--- config.mk ---
export PLATFORM = sky130hd
export DESIGN_NAME = ibex_rf_wr_arbiter
export DESIGN_NICKNAME = d
export VERILOG_FILES = /design/src/rtl/ibex_rf_wr_arbiter_pkg.sv /design/src/rtl/ibex_rf_wr_fifo.sv /design/src/rtl/ibex_rf_wr_arbiter.sv
export SDC_FILE = /design/constraint.sdc
export NUM_CORES = 1
export LEC_CHECK = 0
export ABC_CLOCK_PERIOD_IN_PS = 9000
export CORE_ASPECT_RATIO = 0.8
export CORE_MARGIN = 2
export CORE_UTILIZATION = 46
export DETAILED_ROUTE_END_ITERATION = 12
export MAX_ROUTING_LAYER = met4
export PLACE_DENSITY_LB_ADDON = 0.08
export REMOVE_ABC_BUFFERS = 1
export SETUP_SLACK_MARGIN = 0.15
export SYNTH_ARGS = -nofsm -noshare
export SYNTH_HDL_FRONTEND = slang
export SYNTH_SLANG_ARGS = --single-unit
export TNS_END_PERCENT = 10
--- constraint.sdc ---
create_clock -name clk_i -period 9 [get_ports clk_i]
set_clock_uncertainty 0.15 [all_clocks]
set_input_delay 1.8 -clock clk_i [delete_from_list [all_inputs] [get_ports clk_i]]
set_output_delay 1.8 -clock clk_i [all_outputs]
set_load 0.02 [all_outputs]
--- src/rtl/ibex_rf_wr_arbiter_pkg.sv ---
// rtl/ibex_rf_wr_arbiter_pkg.sv - shared types for the register-file write arbiter
// Purpose: write-source encoding, write-request payload, CAM address-compare helper.
package ibex_rf_wr_arbiter_pkg;

  typedef enum logic [1:0] {
    RF_WR_NONE = 2'd0,
    RF_WR_ID   = 2'd1,
    RF_WR_LSU  = 2'd2,
    RF_WR_CP   = 2'd3
  } rf_wr_src_e;

  typedef struct packed {
    logic [4:0]  waddr;
    logic [31:0] wdata;
  } rf_wr_req_t;

  // x0 is never a hazard: reads of x0 always return zero regardless of pending writes.
  function automatic logic addr_hit(input logic [4:0] entry_addr, input logic [4:0] raddr);
    return (raddr != 5'd0) && (entry_addr == raddr);
  endfunction

endpackage

--- src/rtl/ibex_rf_wr_fifo.sv ---
// rtl/ibex_rf_wr_fifo.sv - circular load write-buffer with dual CAM read-address compare
// Purpose: holds load responses until the RF write port is free.
// Ports:
//   clk_i, rst_i            clock, synchronous active-high reset
//   push_i, push_data_i     enqueue request (dropped only if full with no pop)
//   pop_i                   dequeue head (ignored when empty)
//   head_o                  oldest entry
//   full_o, empty_o         occupancy flags
//   raddr_a_i/raddr_b_i     operand addresses to compare against buffered entries
//   hit_a_o/hit_b_o         some valid entry targets the given (non-zero) address
module ibex_rf_wr_fifo
  import ibex_rf_wr_arbiter_pkg::*;
#(
  parameter int unsigned Depth = 2
) (
  input  logic       clk_i,
  input  logic       rst_i,
  input  logic       push_i,
  input  rf_wr_req_t push_data_i,
  input  logic       pop_i,
  output rf_wr_req_t head_o,
  output logic       full_o,
  output logic       empty_o,
  input  logic [4:0] raddr_a_i,
  input  logic [4:0] raddr_b_i,
  output logic       hit_a_o,
  output logic       hit_b_o
);

  localparam int unsigned PtrW = (Depth > 1) ? $clog2(Depth) : 1;

  rf_wr_req_t            mem_q [Depth];
  logic [Depth-1:0]      valid_q;
  logic [PtrW-1:0]       wr_ptr_q;
  logic [PtrW-1:0]       rd_ptr_q;
  logic                  do_push;
  logic                  do_pop;

  function automatic logic [PtrW-1:0] ptr_inc(input logic [PtrW-1:0] p);
    if (p == PtrW'(Depth - 1)) begin
      return '0;
    end
    return p + PtrW'(1);
  endfunction

  // Per-entry valid bits make full/empty and the CAM qualification trivial.
  assign full_o  = &valid_q;
  assign empty_o = ~|valid_q;
  assign do_pop  = pop_i & ~empty_o;
  assign do_push = push_i & (~full_o | do_pop);
  assign head_o  = mem_q[rd_ptr_q];

  always_ff @(posedge clk_i) begin
    if (rst_i) begin
      valid_q  <= '0;
      wr_ptr_q <= '0;
      rd_ptr_q <= '0;
    end else begin
      if (do_pop) begin
        valid_q[rd_ptr_q] <= 1'b0;
        rd_ptr_q          <= ptr_inc(rd_ptr_q);
      end
      // Placed after the pop so a full push+pop on the same slot leaves it valid.
      if (do_push) begin
        valid_q[wr_ptr_q] <= 1'b1;
        wr_ptr_q          <= ptr_inc(wr_ptr_q);
      end
    end
  end

  always_ff @(posedge clk_i) begin
    if (do_push) begin
      mem_q[wr_ptr_q] <= push_data_i;
    end
  end

  always_comb begin
    hit_a_o = 1'b0;
    hit_b_o = 1'b0;
    for (int i = 0; i < int'(Depth); i++) begin
      if (valid_q[i] && addr_hit(mem_q[i].waddr, raddr_a_i)) hit_a_o = 1'b1;
      if (valid_q[i] && addr_hit(mem_q[i].waddr, raddr_b_i)) hit_b_o = 1'b1;
    end
  end

endmodule

--- src/rtl/ibex_rf_wr_arbiter.sv ---
// rtl/ibex_rf_wr_arbiter.sv - register-file write-port arbiter for ID, LSU and coprocessor
// Purpose: grants the single RF write port to one producer per cycle, buffers
//   non-stallable load data, prevents coprocessor starvation, and flags RAW hazards.
// Ports:
//   clk_i, rst_i                         clock, synchronous active-high reset
//   id_we_i/id_waddr_i/id_wdata_i        ID write request; id_ready_o = accepted
//   lsu_we_i/lsu_waddr_i/lsu_wdata_i     load response, always enqueued
//   cp_valid_i/cp_waddr_i/cp_wdata_i     coprocessor request; cp_ready_o = grant
//   raddr_a_i/raddr_b_i, hazard_a/b_o    buffered-load RAW hazard flags
//   rf_we_o/rf_waddr_o/rf_wdata_o        RF write port
//   rf_wr_src_o                          granted source (rf_wr_src_e)
//   lsu_overflow_o                       sticky load-buffer overflow checker
module ibex_rf_wr_arbiter
  import ibex_rf_wr_arbiter_pkg::*;
#(
  parameter int unsigned LsuBufDepth = 2,
  parameter int unsigned StarveLimit = 4
) (
  input  logic        clk_i,
  input  logic        rst_i,
  input  logic        id_we_i,
  input  logic [4:0]  id_waddr_i,
  input  logic [31:0] id_wdata_i,
  output logic        id_ready_o,
  input  logic        lsu_we_i,
  input  logic [4:0]  lsu_waddr_i,
  input  logic [31:0] lsu_wdata_i,
  input  logic        cp_valid_i,
  input  logic [4:0]  cp_waddr_i,
  input  logic [31:0] cp_wdata_i,
  output logic        cp_ready_o,
  input  logic [4:0]  raddr_a_i,
  input  logic [4:0]  raddr_b_i,
  output logic        hazard_a_o,
  output logic        hazard_b_o,
  output logic        rf_we_o,
  output logic [4:0]  rf_waddr_o,
  output logic [31:0] rf_wdata_o,
  output logic [1:0]  rf_wr_src_o,
  output logic        lsu_overflow_o
);

  localparam int unsigned CntW = $clog2(StarveLimit + 1);

  rf_wr_src_e      grant;
  rf_wr_req_t      fifo_head;
  rf_wr_req_t      lsu_req;
  logic            fifo_full;
  logic            fifo_empty;
  logic            fifo_hit_a;
  logic            fifo_hit_b;
  logic [CntW-1:0] starve_cnt_q;
  logic [CntW-1:0] starve_cnt_d;
  logic            starve;

  assign lsu_req = '{waddr: lsu_waddr_i, wdata: lsu_wdata_i};

  ibex_rf_wr_fifo #(
    .Depth(LsuBufDepth)
  ) u_fifo (
    .clk_i      (clk_i),
    .rst_i      (rst_i),
    .push_i     (lsu_we_i),
    .push_data_i(lsu_req),
    .pop_i      (grant == RF_WR_LSU),
    .head_o     (fifo_head),
    .full_o     (fifo_full),
    .empty_o    (fifo_empty),
    .raddr_a_i  (raddr_a_i),
    .raddr_b_i  (raddr_b_i),
    .hit_a_o    (fifo_hit_a),
    .hit_b_o    (fifo_hit_b)
  );

  assign starve = (starve_cnt_q == CntW'(StarveLimit));

  // A full buffer must drain first: the LSU cannot be stalled, so the next
  // load would otherwise have nowhere to go.
  always_comb begin
    grant = RF_WR_NONE;
    if (rst_i) begin
      grant = RF_WR_NONE;
    end else if (fifo_full) begin
      grant = RF_WR_LSU;
    end else if (starve && cp_valid_i) begin
      grant = RF_WR_CP;
    end else if (id_we_i) begin
      grant = RF_WR_ID;
    end else if (!fifo_empty) begin
      grant = RF_WR_LSU;
    end else if (cp_valid_i) begin
      grant = RF_WR_CP;
    end
  end

  always_comb begin
    rf_we_o    = 1'b0;
    rf_waddr_o = '0;
    rf_wdata_o = '0;
    unique case (grant)
      RF_WR_ID: begin
        rf_we_o    = 1'b1;
        rf_waddr_o = id_waddr_i;
        rf_wdata_o = id_wdata_i;
      end
      RF_WR_LSU: begin
        rf_we_o    = 1'b1;
        rf_waddr_o = fifo_head.waddr;
        rf_wdata_o = fifo_head.wdata;
      end
      RF_WR_CP: begin
        rf_we_o    = 1'b1;
        rf_waddr_o = cp_waddr_i;
        rf_wdata_o = cp_wdata_i;
      end
      default: ;
    endcase
  end

  assign rf_wr_src_o = grant;
  // Deliberately independent of id_we_i so ID can use it as a stall condition.
  assign id_ready_o  = ~rst_i & ~fifo_full & ~(starve & cp_valid_i);
  assign cp_ready_o  = (grant == RF_WR_CP);
  assign hazard_a_o  = ~rst_i & fifo_hit_a;
  assign hazard_b_o  = ~rst_i & fifo_hit_b;

  always_comb begin
    starve_cnt_d = starve_cnt_q;
    if (!cp_valid_i || cp_ready_o) begin
      starve_cnt_d = '0;
    end else if (!starve) begin
      starve_cnt_d = starve_cnt_q + CntW'(1);
    end
  end

  always_ff @(posedge clk_i) begin
    if (rst_i) begin
      starve_cnt_q   <= '0;
      lsu_overflow_o <= 1'b0;
    end else begin
      starve_cnt_q <= starve_cnt_d;
      if (lsu_we_i && fifo_full && (grant != RF_WR_LSU)) begin
        lsu_overflow_o <= 1'b1;
      end
    end
  end

endmodule

==> out/qor.txt <==
DRC violations left - 0
startpoint type of the worst setup path - input port
worst flop-to-flop path startpoint - u_fifo.valid_q[0]$_SDFF_PP0_
number of flops mapped to enable cells by yosys - 74
Async S/R FF share, synth - 0
number of placed instances with taps included - 565
area share of the largest cell type after synthesis - 0.551
Setup Fix Bufs, Post-CTS - 0
worst IR drop on VDD - 0.0905 mV
worst max-slew margin expressed relative to the limit - 0.283
Post-Layout Cell Count - 581
floorplan die width - 109 um
Hold EP - lsu_overflow_o$_SDFFE_PP0P_
clock latency of the later-clocked register in the worst-skew pair - 340 ps
CTS tree - yes
Detail Placement HPWL - 7150 um
average footprint of a synthesized cell - 13.5 um^2
number of different library cells in the post-synthesis netlist - 36
number of antenna violations at the first check in global routing - 0
most instantiated library cell after synthesis - sky130_fd_sc_hd__edfxtp_1
number of resized instances in the post-cts repair step - 0
ratio of final minimum period to clock period - 0.755
Chip Height - 87.8 um
vias per cell - 5.34
antenna-violating nets left - 0
CTS Hold Bufs - 0
transition time at the pin with the least slew margin - 1070 ps
buffer cell driving the clock tree root - sky130_fd_sc_hd__clkbuf_8
P&R area growth vs syn - 48.6%
max cap viols - 0
Final GP Congestion - 0.915
leakage power figure - 2.05 nW
largest net degree at the start of global routing - 39
final-layout fill cell count - 640
Power Dens Cells - 154 nW/um^2
Top-Level Pins - 171
count of inserted antenna diode cells - 0
die area - 9540 um^2
number of warnings reported in the yosys synthesis log - 0
global-route wire length before repair - 15600 um
Core Region - 8480 um^2
RR Endpoint - u_fifo.mem_q[1][8]$_DFFE_PP_
Reg area - 2400 um^2
mapped cell area - 4030 um^2
kind of end point of the critical path - output pin
overall via count from detail_route - 3104
Max Transition Viols Final - 0
number of sinks on the clock net - 83
worst min path class - flop to flop
setup total negative slack - 0 ps
number of buffers inserted during clock tree synthesis - 9
number of cells on the worst reg-to-reg path - 3
Fmax - 147 MHz
global-route met3 utilization - 0.0685
final-stage net count - 592
most crowded layer after global routing - met2
commonest cells in the synthesized netlist - sky130_fd_sc_hd__edfxtp_1, sky130_fd_sc_hd__nor2_1, sky130_fd_sc_hd__mux2i_1, sky130_fd_sc_hd__a221o_1, sky130_fd_sc_hd__xor2_1
GRT met2 Usage - 0.358
highest fanout seen on the critical path - 19
critical path class - input port to output pin
number of input and output port buffers inserted - 170
prevailing post-synth register cell - sky130_fd_sc_hd__edfxtp_1
required time at the endpoint of the critical path - 7050 ps
setup slack on the worst flop-to-flop path - 6740 ps
data arrival at the endpoint of the critical path - 4850 ps
number of stages on the worst hold path - 1
synthesized instance count - 298
number of hold-slack violations in the final timing report - 0
routed wire length - 10100 um
Clock transition at path regs - 70 ps
total congestion overflow - 0
flip-flop and latch count after synthesis - 83
total power draw - 921 uW
unrepaired setup endpoints after global routing - false
Pre-antenna DRT Iters - 4
result of the run - complete, no violations
via count of the first global-routing pass - 3109
area of combinational cells with multiple inputs - 1500 um^2
largest cells by area after synthesis - sky130_fd_sc_hd__edfxtp_1, sky130_fd_sc_hd__mux2i_1, sky130_fd_sc_hd__a221o_1
combined global-route utilization of all metal layers - 0.222
Finish-stage setup viols - 0
fraction of layout instances using a drive strength above 1 - 0.0533
Yosys top cell by area - sky130_fd_sc_hd__edfxtp_1
H-tree lvl count - 3
worst hold slack after final layout - 327 ps
Initial Utilization - 0.476
Global Route met1 Usage - 0.277
wire per inst - 17.3 um
fin crit period - 6800 ps
Initial DRC Count - 138
Min-Delay Startpoint - lsu_overflow_o$_SDFFE_PP0P_
count of standard-cell rows - 30
sequential share of the synthesized area - 0.596
maximum number of buffers from clock root to sink - 2
## cells in the final DEF, fill, tap and decap left out, drive strengths merged, types with 3 or more instances in the layout
cell type	n
nor4b	3
clkdlybuf4s50	170
edfxtp	74
nand2	4
mux2i	38
buf	4
a21oi	9
inv	4
clkbuf	12
nor4	5
xor2	17
o21ai	8
nor2	42
nand3	4
dfxtp	9
xnor2	5
a221o	37
## worst max path at each step
stage,startpoint,to,slack [ps],cells after the start
after floorplan,cp_valid_i,rf_waddr_o[0],3670,3
after global placement,rst_i,rf_wdata_o[12],2270,5
after detailed placement,rst_i,rf_wdata_o[11],2220,5
after CTS,rst_i,rf_wdata_o[11],2220,5
after global routing,rst_i,rf_wdata_o[11],1970,5
final,rst_i,rf_wdata_o[11],2200,5
## worst max-delay path, stage by stage
cell and delay (ps):
sky130_fd_sc_hd__clkdlybuf4s50_1 780, sky130_fd_sc_hd__nor4_4 1040, sky130_fd_sc_hd__buf_4 410, sky130_fd_sc_hd__a221o_1 200, sky130_fd_sc_hd__clkdlybuf4s50_1 610
## flip-flops by register name, summed over array words and instances, names as in the netlist, named ones only
| register | count |
|---|---|
| u_fifo.valid_q | 2 |
| u_fifo.rd_ptr_q | 1 |
| starve_cnt_q | 3 |
| lsu_overflow_o | 1 |
| u_fifo.mem_q | 74 |
| u_fifo.wr_ptr_q | 1 |
## cell type report
class,count,share of cell area
inverters,4,0.00250
well taps,112,0.0234
clock buffers,12,0.0225
multi-input cells,192,0.250
clock inverters,4,0.0115
repair buffers,174,0.289
flip-flops and latches,83,0.401
## through the flow
step	setup WS, ps	area, um^2	util
floorplan	3670	3900	-
finish	2200	6000	0.707
global route	1970	6000	0.707
CTS	2220	6000	0.707
detailed placement	2220	5790	0.683
global placement	2270	5790	0.683
## per-layer routing
metal	part of all wire	wire length, um
met1	0.43	4370
met2	0.47	4720
met4	0.0096	97
met3	0.088	889
met5	0	0
## where the power goes
| part | internal, mW | switching, mW |
|---|---|---|
| combinational | 0.109 | 0.0813 |
| sequential | 0.441 | 0.0117 |
| clock | 0.155 | 0.122 |
## logic make-up after synthesis
kind of cell	after synthesis	share of synthesized area
flops	83	0.596
simple gates	69	0.0847
compound gates	60	0.131
mux	38	0.0943
buf+inv	23	0.0378
xor+xnor	22	0.0478
fa+ha+maj	3	0.00868
No activity file was read; power rests on OpenSTA's default activity.
